===== src/rtl/operand_entry.sv =====
// rtl/operand_entry.sv - decimal keypad operand accumulator with one-cycle commit pulse
module operand_entry #(
  parameter int width      = 8,
  parameter int max_digits = 3
) (
  input  logic             clock_i,
  input  logic             reset_i,
  input  logic [3:0]       digit_i,
  input  logic             digit_valid_i,
  input  logic             enter_i,
  input  logic             clear_i,
  output logic [width-1:0] operand_o,
  output logic             we_o,
  output logic             overflow_o,
  output logic             busy_o
);

  localparam int cw = $clog2(max_digits + 1);

  typedef enum logic [1:0] {IDLE, ENTRY, COMMIT} state_t;

  state_t           state, state_n;
  logic [width-1:0] acc, acc_n, operand_n;
  logic [cw-1:0]    count, count_n;
  logic             we_n, overflow_n;
  logic             digit_ok, fits;
  logic [width+3:0] acc_ext, candidate;

  // Codes 10-15 are not digits at all; they never reach the accumulator or the flag.
  assign digit_ok  = digit_valid_i && (digit_i <= 4'd9);
  assign acc_ext   = {4'b0, acc};
  assign candidate = (acc_ext << 3) + (acc_ext << 1) + {{width{1'b0}}, digit_i};
  assign fits      = (candidate <= {4'b0, {width{1'b1}}}) && (count < cw'(max_digits));
  assign busy_o    = (state != IDLE);

  always_comb begin
    state_n    = state;
    acc_n      = acc;
    count_n    = count;
    operand_n  = operand_o;
    we_n       = 1'b0;
    overflow_n = overflow_o;
    case (state)
      IDLE: begin
        if (!clear_i && !enter_i && digit_ok) begin
          state_n = ENTRY;
          acc_n   = width'(digit_i);
          count_n = cw'(1);
        end
      end
      ENTRY: begin
        if (clear_i) begin
          state_n    = IDLE;
          acc_n      = '0;
          count_n    = '0;
          overflow_n = 1'b0;
        end else if (enter_i) begin
          state_n   = COMMIT;
          operand_n = acc;
          we_n      = 1'b1;
        end else if (digit_ok) begin
          if (fits) begin
            acc_n   = candidate[width-1:0];
            count_n = count + cw'(1);
          end else begin
            overflow_n = 1'b1;
          end
        end
      end
      COMMIT: begin
        state_n    = IDLE;
        acc_n      = '0;
        count_n    = '0;
        overflow_n = 1'b0;
      end
      default: state_n = IDLE;
    endcase
  end

  always_ff @(posedge clock_i) begin
    if (reset_i) begin
      state      <= IDLE;
      acc        <= '0;
      count      <= '0;
      operand_o  <= '0;
      we_o       <= 1'b0;
      overflow_o <= 1'b0;
    end else begin
      state      <= state_n;
      acc        <= acc_n;
      count      <= count_n;
      operand_o  <= operand_n;
      we_o       <= we_n;
      overflow_o <= overflow_n;
    end
  end

endmodule


===== config.mk =====
export PLATFORM = sky130hd
export DESIGN_NAME = operand_entry
export DESIGN_NICKNAME = d
export VERILOG_FILES = /design/src/rtl/operand_entry.sv
export SDC_FILE = /design/constraint.sdc
export NUM_CORES = 1
export LEC_CHECK = 0
export ABC_AREA = 1
export BUFFER_PORTS_ARGS = -buffer_cell sky130_fd_sc_hd__buf_4
export CAP_MARGIN = 20
export CORE_UTILIZATION = 50
export DETAILED_ROUTE_END_ITERATION = 8
export PLACE_DENSITY = 0.68
export SLEW_MARGIN = 20
export SYNTH_ARGS = -nofsm -noshare
export SYNTH_HDL_FRONTEND = slang
export SYNTH_SLANG_ARGS = --single-unit

===== constraint.sdc =====
create_clock -name clock_i -period 3.7 [get_ports clock_i]
set_input_delay 0.925 -clock clock_i [delete_from_list [all_inputs] [get_ports clock_i]]
set_output_delay 0.925 -clock clock_i [all_outputs]
set_load 0.02 [all_outputs]

==> run summary, run 1 <==
The flow ran to the end, and the final reports show no timing, DRC or antenna violations. The proportion of register bits with asynchronous set or reset after synthesis works out to 0%. The analysis attributes to cell leakage a power of 0.967 nW. For the worst-skew pair, the clock arrives at the later sink with an insertion delay of 0.32 ns. Summed over its instances, the top area cell type makes up 25.5% of the synthesized netlist area. Static timing analysis puts the maximum clock frequency at 325 MHz.

The number of cells on the worst reg-to-reg path is 16. The count of H-tree levels built during CTS was 1; the number of buffers inserted by port buffering was 19. The area added between synthesis and finish came out at 12.5%. The post-synthesis cell area is 1730 um2. The run gives 3150 um2 as the core outline area. The run gives 269 as the synthesized netlist net count. After synthesis, the most frequently instantiated cells are 54 x sky130_fd_sc_hd__nand2_1, 32 x sky130_fd_sc_hd__inv_1, 22 x sky130_fd_sc_hd__dfxtp_1, 21 x sky130_fd_sc_hd__nand3_1.

The cell type with the largest total area after synthesis is sky130_fd_sc_hd__dfxtp_1. The beginning of the worst hold path is operand_o[7]$_SDFFE_PP0P_. The sum of routed wire length over all layers came out at 3.67 mm. Setup violations remaining at the end of the flow were counted as 0. STA classifies the critical path endpoint as a flop. The most numerous cell on the critical path is sky130_fd_sc_hd__nand2_1. Capture instance of the worst register-to-register path: count[0]$_SDFFE_PP0P_.

The floorplan has 20 rows. The CTS clock-pin slew for the worst setup and hold paths was 0.13 ns; the total clock sinks was 22. Across the routed clock network, the largest skew measured is 0.0116 ns. In the synthesized netlist the dominant register cell turns out to be sky130_fd_sc_hd__dfxtp_1. For this run, the share of the core covered by cells in the final layout is 61.6%. The total of flip-flops plus latches after synthesis came out at 22. The starting density of the core was 54.8%.

Cell at the root of the clock tree: sky130_fd_sc_hd__clkbuf_4. The number of gates resized after CTS was 0. The die outline width works out to 60.8 um. For this design, the CTS-stage hold fixing added 0 buffers.

The final instance area is 1940 um2. The path class of the tightest hold or removal check is reg2reg. The signal on the critical path passes through buf_4, inv_1, fa_1, fa_1, inv_1, nand2_1, nand2_1, nand3_1, nand3_1, nand2_2, nor2_4, nand2_2, nand2_4, nand2_1, nand2_1, nand2_1, nor2_1.

The logs give 20 for the pin count of the biggest net entering global routing and 32 for the post-synthesis cell type count. The power density over the cells was 457 nW/um2. The post-detailed-route via-to-cell ratio works out to 5.08.

The most used standard cell by instance count after synthesis is sky130_fd_sc_hd__nand2_1. The average instance area after synthesis was 7.22 um2; the number of antenna cells inserted was 0. Global routing consumed, over all layers together, 22.7% of the routing resources. The worst-case register-to-register setup slack is 0.85 ns.

The worst setup path is of the in2reg kind. The number of nets in the final layout was 288. STA classifies the critical path startpoint as a primary input. The logs give 0 for the total setup buffers inserted after CTS and 1,530 for the via count of the routed design. Across the run, the number of max-cap violations was 0. Fill cells in the final layout number 321. The remaining max-slew budget at the tightest pin is 42.9%, and the area enclosed by the die boundary is 3690 um2. The post-detailed-route count of antenna-violating nets is 0.

At the end of routability-driven placement, the weighted congestion stood at 0.825. Setup repair after global routing left no endpoint under its margin. The register cell area after layout was 440 um2.

The sequential share of the synthesized area came out at 25.5%. The tools report the DRC marker count from the first detailed-route iteration as 92. By area the synthesized netlist is led by sky130_fd_sc_hd__dfxtp_1 26%, sky130_fd_sc_hd__ha_1 14%, sky130_fd_sc_hd__nand2_1 12%, sky130_fd_sc_hd__inv_1 7.0%, sky130_fd_sc_hd__nand3_1 6.1%.

The fraction of final layout cells with drive strength greater than 1 works out to 22.2%. The worst path in the final design needs a cycle of 3.07 ns, including I/O delays and setup. The largest single stage delay on the critical path is 0.52 ns. The number of cells on the worst hold path came out at 2. Global routing finished with a remaining overflow of 0. The number of clock buffers added by TritonCTS is 3. Total power for the finished layout comes to 0.000889 W.

The detailed-route wire length per cell is 12.2 um, and the number of enable flip-flop cells after synthesis is 0. In this run the worst path has a maximum fanout of 19. The setup TNS after final layout came out at 0 ns. Number of antenna violations at the first check in global routing: 0. For the wire length of the first global-routing pass, the log shows 6.24 mm. The count of synthesis-stage warnings from yosys came out at 0. The path with the worst hold slack has its endpoint at operand_o[7]$_SDFFE_PP0P_. For this run, design rule violations remaining after detail routing come to 0. The number of global-route vias before repair was 1,378. TritonCTS built the clock tree. For the worst endpoint required time, the log shows 3.95 ns.

Summed over all nets, the half-perimeter wirelength after detailed placement is 2.80 mm. The cell count after synthesis came out at 239. The longest clock path from root to sink contains 2 buffers. The cell count after placement is 297, and the count of final max-slew check failures is 0. The total count of hold-check failures in the final report is 0. The count of cells in the finished layout, fillers not included, comes to 301. The maximum VDD drop was 323 uV; the height of the chip was 60.8 um. The worst register-to-register path begins at acc[0]$_SDFFE_PP0P_.

Once placement finished, the instance area stood at 1890 um2. Slew at the pin with the worst max-slew slack: 0.856 ns. The run gives 3.32 ns as the signal arrival time at the worst endpoint. Cell at the slowest stage of the critical path: sky130_fd_sc_hd__fa_1.

The first detailed-routing pass took 4 iterations. The final period utilization is 83.1%, and the multi-input logic area is 1120 um2. During I/O placement, the number of pins put on the boundary was 20.
[cell families after synthesis]
kind of cell               Yosys count  share of synthesized area, %
AOI/OAI and AO/OA                   36                          14.2
adders and majority gates           21                          16.1
DFF                                 22                          25.5
buffers and inverters               40                          9.78
xor gates and xnor gates             1                         0.507
and+or+nand+nor                    119                          33.9
[report_power, final]
group / leakage [nW] / switching [W] / internal (W)
Combinational: 0.760 / 0.000230 / 0.000171
Sequential: 0.179 / 0.0000393 / 0.000266
Clock: 0.0279 / 0.0000734 / 0.000110
[cells in the final DEF (no fill, tap or decap), types with 2 or more instances in the layout]
cell type,instances
sky130_fd_sc_hd__nand2_1,54
sky130_fd_sc_hd__inv_1,32
sky130_fd_sc_hd__dfxtp_1,22
sky130_fd_sc_hd__nand3_1,21
sky130_fd_sc_hd__buf_4,20
sky130_fd_sc_hd__nor2_1,19
sky130_fd_sc_hd__ha_1,19
sky130_fd_sc_hd__a21oi_1,14
sky130_fd_sc_hd__a21oi_2,9
sky130_fd_sc_hd__o21ai_0,5
sky130_fd_sc_hd__nand3_2,4
sky130_fd_sc_hd__nand3b_1,4
sky130_fd_sc_hd__nand2_2,3
sky130_fd_sc_hd__nor2_2,3
sky130_fd_sc_hd__clkbuf_4,3
sky130_fd_sc_hd__inv_2,2
sky130_fd_sc_hd__nor2_4,2
sky130_fd_sc_hd__or2_4,2
sky130_fd_sc_hd__nor3_1,2
sky130_fd_sc_hd__o21ai_2,2
sky130_fd_sc_hd__or2_2,2
sky130_fd_sc_hd__o22ai_1,2
sky130_fd_sc_hd__fa_1,2
[registers in the layout (all words and copies together), names as in the netlist]
name	cells
acc	8
operand_o	8
count	2
state	2
overflow_o	1
we_o	1
[metal layers]
| layer | global-route usage, % | vias to the layer above | routed length, um |
|---|---|---|---|
| met1 | 32.6 | 673 | 1830 |
| met2 | 35.3 | 36 | 1600 |
| li1 | - | 813 | - |
| met4 | 5.84 | 0 | 77 |
| met5 | 0 | - | 0 |
| met3 | 4.05 | 8 | 154 |
[worst max-delay path by stage]
| stage | start | endpoint | slack, ns |
|---|---|---|---|
| 2_1_floorplan | digit_i[3] | acc[7]$_SDFFE_PP0P_ | 0.64 |
| 3_3_place_gp | digit_i[3] | count[0]$_SDFFE_PP0P_ | 0.45 |
| 3_5_place_dp | digit_i[3] | count[0]$_SDFFE_PP0P_ | 0.39 |
| 4_1_cts | digit_i[3] | count[0]$_SDFFE_PP0P_ | 0.63 |
| 5_1_grt | digit_i[3] | count[0]$_SDFFE_PP0P_ | 0.35 |
| 6_report | digit_i[3] | count[0]$_SDFFE_PP0P_ | 0.63 |
[worst max-delay path, delay by kind of cell]
family / cells / cell delay (ns)
fa+ha+maj: 2 / 0.96
buf+inv: 3 / 0.24
simple gates: 12 / 1.21
[per-stage QoR]
| step | setup WS (ns) | hold slack (ns) |
|---|---|---|
| after global placement | 0.454 | 0.452 |
| after detailed placement | 0.389 | 0.455 |
| after CTS | 0.635 | 0.473 |
| after floorplan | 0.639 | 0.464 |
| final | 0.625 | 0.471 |
| after global routing | 0.353 | 0.483 |
[layout make-up]
type | instances | area share [%]
clock buffer | 3 | 1.16
clock inverter | 1 | 1.55
inverter | 34 | 6.57
multi-input combinational | 177 | 57.5
sequential | 22 | 22.7
tap | 44 | 2.83
timing repair buffer | 20 | 7.73
Note: power is estimated with default switching activity, not from simulation.
==> inputs of run 2 (changes only) <==
==> constraint.sdc (replaced) <==
create_clock -name clock_i -period 3.2 [get_ports clock_i]
set_input_delay 0.8 -clock clock_i [delete_from_list [all_inputs] [get_ports clock_i]]
set_output_delay 0.8 -clock clock_i [all_outputs]
set_load 0.02 [all_outputs]
==> run 2 against run 1 <==
  * Sequential share of layout area stayed put
  * Final cell count stayed put
  * Core utilization stayed put
  * Routed wire length is 1.7% higher
  * Clock power is 17% higher
  * Count of clock-buffer cells in the layout stayed put
  * Flip-flop and latch count stayed put
  * Worst hold slack worse by 0.00067 ns
  * Design area stayed put
  * Die area stayed put
  * Critical endpoint unchanged
  * Largest cell class unchanged
==> run summary, run 2 (synthesis gave the netlist of run 1 again) <==
The clock period could shrink to 2.93 ns. Height of the chip: 60.8 um (unchanged). The starting density of the core is 54.8% (unchanged), and the sum of routed wire length over all layers is 3.73 mm (+1.7%).

The run gives 0 (unchanged) as the total setup buffers inserted after CTS. The pin count of the biggest net entering global routing is 20 (unchanged), and the number of buffers inserted by port buffering is 19 (unchanged). The path class of the tightest hold or removal check is reg2reg.

The count of final max-slew check failures is 0 (unchanged). The total congestion overflow is 0 (unchanged). The largest registers in the layout are acc (8), operand_o (8).

Power share of the combinational group: 45.2% (about the same). The logs give 0 (unchanged) for the post-detailed-route count of antenna-violating nets and 0 (unchanged) for the total of max-cap violations. The power density over the cells came out at 531 nW/um2 (+16%). The detailed-route wire length per cell is 12.4 um (+1.7%), and the via count of the routed design is 1,489 (-2.7%). The worst-case setup slack after placement is -0.0437 ns (-0.432 ns). Setup repair after global routing left no endpoint under its margin. The HPWL after detailed placement came out at 2.87 mm (+2.5%). The portion of total power attributed to sequential cells was 34.1% (-0.2 points); the critical path's largest stage delay was 0.53 ns (about the same). Sort of element at the end of the critical path: a flop.

The CTS clock-pin slew for the worst setup and hold paths was 0.12 ns (about the same); the routability congestion estimate was 0.811 (-1.7%). The remaining max-slew budget at the tightest pin came out at 50.5% (+7.6 points). The area enclosed by the die boundary was 3690 um2 (unchanged); the die outline width was 60.8 um (unchanged).

The signal on the critical path passes through buf_4, inv_1, fa_1, fa_1, inv_1, nand2_1, nand2_1, nand3_1, nand3_1, nand2_2, nor2_4, nand2_2, nand2_4, nand2_1, nand2_1, nand2_1, nor2_1. The total placed instance area was 1890 um2 (unchanged); the post-detailed-route via-to-cell ratio was 4.95 (-2.7%). In the layout the commonest cells are 54 x sky130_fd_sc_hd__nand2_1, 32 x sky130_fd_sc_hd__inv_1, 22 x sky130_fd_sc_hd__dfxtp_1. Core outline area: 3150 um2 (unchanged).

Detailed-router iteration count before antenna repair: 4 (unchanged). The run gives 0 (unchanged) as the post-cts repair resize count. The logs give 22.5% (-0.25 points) for the global-route usage over all layers and 0.31 ns (about the same) for the clock latency of the later-clocked register in the worst-skew pair. The fraction of final layout cells with drive strength greater than 1 came out at 22.2% (unchanged).

TritonCTS built the clock tree. Final count of negative-setup-slack endpoints: 0 (unchanged). The tools report the startpoint class of the critical path as a primary input. The flow ran to the end, and the final reports show no timing, DRC or antenna violations. The tools report the detailed-route DRC error count as 0 (unchanged). The number of CTS-inserted buffers came out at 3 (unchanged). The count of H-tree levels built during CTS came out at 1 (unchanged).

The slew at the pin with the worst max-slew slack is 0.742 ns (-0.114 ns). The switching share of total power is 38.7% (+0.20 points), and the clock power share is 20.7% (about the same). The tools report the number of placed I/O pins as 20 (unchanged). For the number of buffers inserted by hold repair at cts, the log shows 0 (unchanged). The run gives 0 (unchanged) as the number of antenna cells inserted. The signal arrival time at the worst endpoint is 3.18 ns (-0.14 ns).

The fmax is 341 MHz. The wire length of the first global-routing pass came out at 6.20 mm (-0.66%). The number of nets in the final layout is 288 (unchanged), and the combined buffer and inverter count along the critical path is 3 (unchanged). For the total count of hold-check failures in the final report, the log shows 0 (unchanged). The worst-path maximum fanout came out at 19 (unchanged).

The logs give 1940 um2 (unchanged) for the final instance area and 1,347 (-2.2%) for the number of global-route vias before repair. The critical path is of the in2reg type. The cell internal power dissipation was 0.000632 W (+16%).

The total clock sinks came out at 22 (unchanged). The net load switching power was 0.000400 W (+17%). The cell at the slowest stage of the critical path was sky130_fd_sc_hd__fa_1. For the setup skew after layout, the log shows 0.00145 ns (-0.0102 ns).

By instance count, the cell type seen most on the critical path is sky130_fd_sc_hd__nand2_1. In the finished design, the share of the clock period the worst path needs comes to 91.6%. The maximum VDD drop was 487 uV (+51%); the minimum setup slack in the final design was 0.269 ns (-0.356 ns). Number of antenna violations at the first check in global routing: 0 (unchanged).

The deepest clock path buffer count was 2 (unchanged). The run gives 0.967 nW (unchanged) as the static leakage. Standard-cell row count: 20 (unchanged). The library cell used most frequently in the layout, excluding fill and tap cells, is sky130_fd_sc_hd__nand2_1. The worst endpoint required time was 3.45 ns (-0.50 ns); the DRC marker count from the first detailed-route iteration was 100 (+8.7%). The area added between synthesis and finish is 12.5% (unchanged). The cell sitting at the root of the clock tree is a sky130_fd_sc_hd__clkbuf_4. The family with the most delay on the worst path was simple AND/OR/NAND/NOR gates.
-- run 2: metal layers --
| metal | global-route usage [%] | vias to the layer above | share of wire, % |
|---|---|---|---|
| met4 | 0.974 | 0 | 0 |
| met5 | 0 | - | 0 |
| li1 | - | 810 | - |
| met3 | 4.48 | 0 | 3.4 |
| met2 | 37.5 | 29 | 46 |
| met1 | 31.6 | 650 | 50 |
-- run 2: final cells by class --
cell class | count | area [um2]
multi-input combinational | 177 | 1120
clock inverter | 1 | 30.0
sequential | 22 | 440
fill | 336 | 1210
clock buffer | 3 | 22.5
tap | 44 | 55.1
timing repair buffer | 20 | 150
inverter | 34 | 128
-- run 2: power groups by stage --
stage | Sequential [W] | Combinational [W] | Clock (W)
final | 0.000352 | 0.000467 | 0.000214
after global routing | 0.000357 | 0.000530 | 0.000230
after CTS | 0.000351 | 0.000470 | 0.000215
after detailed placement | 0.000358 | 0.000465 | 0
after global placement | 0.000358 | 0.000457 | 0
after floorplan | 0.000347 | 0.000378 | 0
-- run 2: path summary, 6_finish.rpt --
path | start | to | slack (ns) | depth (start not counted)
min | operand_o[7]$_SDFFE_PP0P_ | operand_o[7]$_SDFFE_PP0P_ | 0.47 | 2
min reg2reg | operand_o[7]$_SDFFE_PP0P_ | operand_o[7]$_SDFFE_PP0P_ | 0.47 | 2
max | digit_i[3] | count[0]$_SDFFE_PP0P_ | 0.27 | 17
max reg2reg | acc[0]$_SDFFE_PP0P_ | count[0]$_SDFFE_PP0P_ | 0.37 | 16
-- run 2: metrics by stage --
| step | hold WS (ns) | TNS [ns] | util, % | cells | total power (W) |
|---|---|---|---|---|---|
| global placement | 0.452 | 0 | 60.0 | 297 | 0.000815 |
| CTS | 0.473 | 0 | 61.6 | 301 | 0.00104 |
| finish | 0.471 | 0 | 61.6 | 301 | 0.00103 |
| detailed placement | 0.456 | -0.0437 | 60.0 | 297 | 0.000823 |
| floorplan | 0.464 | 0 | - | 239 | 0.000725 |
| global route | 0.484 | 0 | 61.6 | 301 | 0.00112 |
-- run 2: worst reg2reg max path: cells and delay by family (launching register included) --
family	cells	cell delay, ns
AND/OR/NAND/NOR	12	1.17
flip-flops	1	0.46
buffers and inverters	2	0.18
adder cells (fa/ha/maj)	2	0.97
==> inputs of run 3 (changes only) <==
--- a/config.mk
+++ b/config.mk
@@ -6,11 +6,11 @@
 export NUM_CORES = 1
 export LEC_CHECK = 0
 export ABC_AREA = 1
-export BUFFER_PORTS_ARGS = -buffer_cell sky130_fd_sc_hd__buf_4
+export BUFFER_PORTS_ARGS = -buffer_cell sky130_fd_sc_hd__buf_2
 export CAP_MARGIN = 20
 export CORE_UTILIZATION = 50
 export DETAILED_ROUTE_END_ITERATION = 8
-export PLACE_DENSITY = 0.68
+export PLACE_DENSITY = 0.73
 export SLEW_MARGIN = 20
 export SYNTH_ARGS = -nofsm -noshare
 export SYNTH_HDL_FRONTEND = slang
==> run 3 against run 2 <==
  * Critical path depth shrank 1
  * Worst setup slack better by 0.027 ns
  * Maximum frequency rose by 0.94%
  * Critical endpoint unchanged
  * Non-clock buffer count unchanged
  * Clock skew grew 0.0046 ns
  * Routed wire length is 6.4% lower
  * Via count is 0.74% higher
  * Combinational power decreased by 2%
  * Critical path type unchanged
  * Largest power group unchanged
==> run summary, run 3 (synthesis gave the netlist of run 1 again) <==
The flow ran to the end, and the final reports show no timing, DRC or antenna violations. Cell at the root of the clock tree: sky130_fd_sc_hd__clkbuf_4. The total clock sinks was 22 (unchanged); the number of antenna violations at the first check in global routing was 0 (unchanged). The minimum period implied by the final worst setup slack was 2.90 ns (-0.0274 ns); the count of H-tree levels built during CTS was 1 (unchanged).

In the final layout, the registers with the most flip-flops are acc (8), operand_o (8). The global-route usage over all layers was 21.3% (-1.1 points). In the layout the commonest cells are 54 x sky130_fd_sc_hd__nand2_1, 32 x sky130_fd_sc_hd__inv_1, 22 x sky130_fd_sc_hd__dfxtp_1. The power density over the cells was 511 nW/um2 (-3.8%); the number of buffers inserted by hold repair at cts was 0 (unchanged). The die outline width works out to 60.8 um (unchanged).

The post-cts repair resize count is 0 (unchanged), and the setup skew after layout is 0.00610 ns (+0.00464 ns). The sum of routed wire length over all layers is 3.49 mm (-6.4%). The combined buffer and inverter count along the critical path works out to 3 (unchanged). Count of final max-slew check failures: 0 (unchanged).

The tools report the pin count of the biggest net entering global routing as 20 (unchanged). The number of buffers inserted by port buffering was 19 (unchanged); the fmax was 344 MHz (+0.94%). The highest metal layer with signal wires was met4.

For the number of inserted filler cells in the final layout, the log shows 327 (-2.7%). The signal arrival time at the worst endpoint is 3.12 ns (-0.06 ns). The via count of the routed design was 1,500 (+0.74%). The tools report the amount of wire on met2 after detailed routing as 1.65 mm (-4.8%). The run gives 59.6% (-2.0 points) as the share of the core filled with cells in the final layout. The critical setup path kind was in2reg. The height of the chip came out at 60.8 um (unchanged).

The tools report the detailed route wirelength on metal3 as 107 um (-16%). The HPWL after detailed placement was 2.72 mm (-5.5%). The wire length on met1 came out at 1.70 mm (-9.3%). The fraction of final layout cells with drive strength greater than 1 was 22.2% (unchanged); the total count of hold-check failures in the final report was 0 (unchanged). The worst-case hold slack was 0.465 ns (-0.00554 ns); the detailed-route DRC error count was 0 (unchanged). The number of cells on the worst hold path works out to 2 (unchanged). Setup repair after global routing left no endpoint under its margin. The final period utilization is 90.7% (-0.85 points). The critical path's largest stage delay is 0.53 ns (about the same). The most numerous cell on the critical path is sky130_fd_sc_hd__nand2_1.

The total congestion overflow is 0 (unchanged). The logs give 20 (unchanged) for the number of placed I/O pins and 20 (unchanged) for the standard-cell row count. The run gives 288 (unchanged) as the number of nets in the final layout. Multi-input logic area: 1120 um2 (unchanged).

The number of global-route vias before repair came out at 1,310 (-2.7%). The number of antenna cells inserted was 0 (unchanged); the slew at the pin with the worst max-slew slack was 0.467 ns (-0.275 ns). The wire length of the first global-routing pass was 5.82 mm (-6.1%); the area enclosed by the die boundary was 3690 um2 (unchanged). The remaining max-slew budget at the tightest pin is 68.8% (+18 points).

Post-detailed-route via-to-cell ratio: 4.98 (+0.74%). The worst setup path is launched from a primary input. For the clock latency of the later-clocked register in the worst-skew pair, the log shows 0.31 ns (about the same). The register cell area after layout was 440 um2 (unchanged); the number of stages on the worst setup path was 16 (-1).

Core outline area: 3150 um2 (unchanged). The worst-path maximum fanout is 19 (unchanged). The tools report the total of max-cap violations as 0 (unchanged).

Most common cell after layout, fill and taps aside: sky130_fd_sc_hd__nand2_1. The deepest clock path buffer count was 2 (unchanged); the starting density of the core was 54.8% (unchanged). Total setup buffers inserted after CTS: 0 (unchanged). The CTS clock-pin slew for the worst setup and hold paths is 0.12 ns (about the same). The tools report the sort of element at the end of the critical path as a flop.

Detailed-router iteration count before antenna repair: 4 (unchanged). The class of the tightest hold or removal check was reg2reg. The area added between synthesis and finish was 8.84%; the final count of negative-setup-slack endpoints was 0 (unchanged).

Walking the worst path, the cells encountered are buf_2, inv_1, fa_1, fa_1, inv_1, nand2_1, nand2_1, nand3_1, nand3_1, nand2_2, nor2_4, nand2_2, nand2_4, nand2_1, nor2_1, nor2_1. The post-detailed-route count of antenna-violating nets came out at 0 (unchanged). The depth of the worst register-to-register path is 15 (-1), and the static leakage is 0.954 nW (-1.4%). The total placed instance area is 1840 um2 (-2.5%).

The detailed-route wire length per cell is 11.6 um (-6.4%). TritonCTS built the clock tree. For this design, the slowest cell found on the critical path is sky130_fd_sc_hd__fa_1. For the final instance area, the log shows 1880 um2 (-3.3%).

The DRC marker count from the first detailed-route iteration was 51 (-49%). The routability congestion estimate was 0.823 (+1.5%); the number of CTS-inserted buffers was 3 (unchanged). Maximum VDD drop: 446 uV (-8.4%).

Family with the most delay on the worst path: simple AND/OR/NAND/NOR gates. For the worst endpoint required time, the log shows 3.42 ns (-0.03 ns).
run 3: cell count changes in the layout (fill, tap and decap cells not counted), sizes merged:
cell	change
clkbuf	+1
bufinv	-1
run 3: stage by stage:
step                worst slack [ns]  setup TNS [ns]  instances  total power [W]
global route                   0.103               0        301          0.00104
floorplan                      0.264               0        239         0.000725
global placement              0.0872               0        297         0.000802
detailed placement          -0.00124        -0.00124        297         0.000811
CTS                            0.322               0        301         0.000962
finish                         0.297               0        301         0.000960
run 3: area by class of cell:
type	count	area share, %
multi-input combinational	177	59.5
clock buffer	4	1.93
inverter	34	6.79
sequential	22	23.4
tap	44	2.93
timing repair buffer	20	5.46
run 3: report_power, final:
group | switching [W] | internal, W | leakage, nW
clock | 0.0000851 | 0.0000696 | 0.0210
combinational | 0.000265 | 0.000191 | 0.754
sequential | 0.0000420 | 0.000307 | 0.179
total | 0.000392 | 0.000568 | 0.954
run 3: path summary, 6_finish.rpt:
path,start,slack [ns],end
worst max register to register,acc[0]$_SDFFE_PP0P_,0.43,count[0]$_SDFFE_PP0P_
worst max-delay path,digit_i[3],0.30,count[0]$_SDFFE_PP0P_
worst min register to register,operand_o[2]$_SDFFE_PP0P_,0.47,operand_o[2]$_SDFFE_PP0P_
worst min-delay path,operand_o[2]$_SDFFE_PP0P_,0.47,operand_o[2]$_SDFFE_PP0P_
run 3: tightest hold or removal path, stage by stage, from the launching register on:
cell and delay (ns):
sky130_fd_sc_hd__dfxtp_1 0.33, sky130_fd_sc_hd__nand2_1 0.06, sky130_fd_sc_hd__a21oi_1 0.05
run 3: layer usage:
layer,global-route usage [%],vias up
met1,29.6,650
met2,33.6,28
met5,0,-
met4,5.84,0
met3,4.48,4
li1,-,818
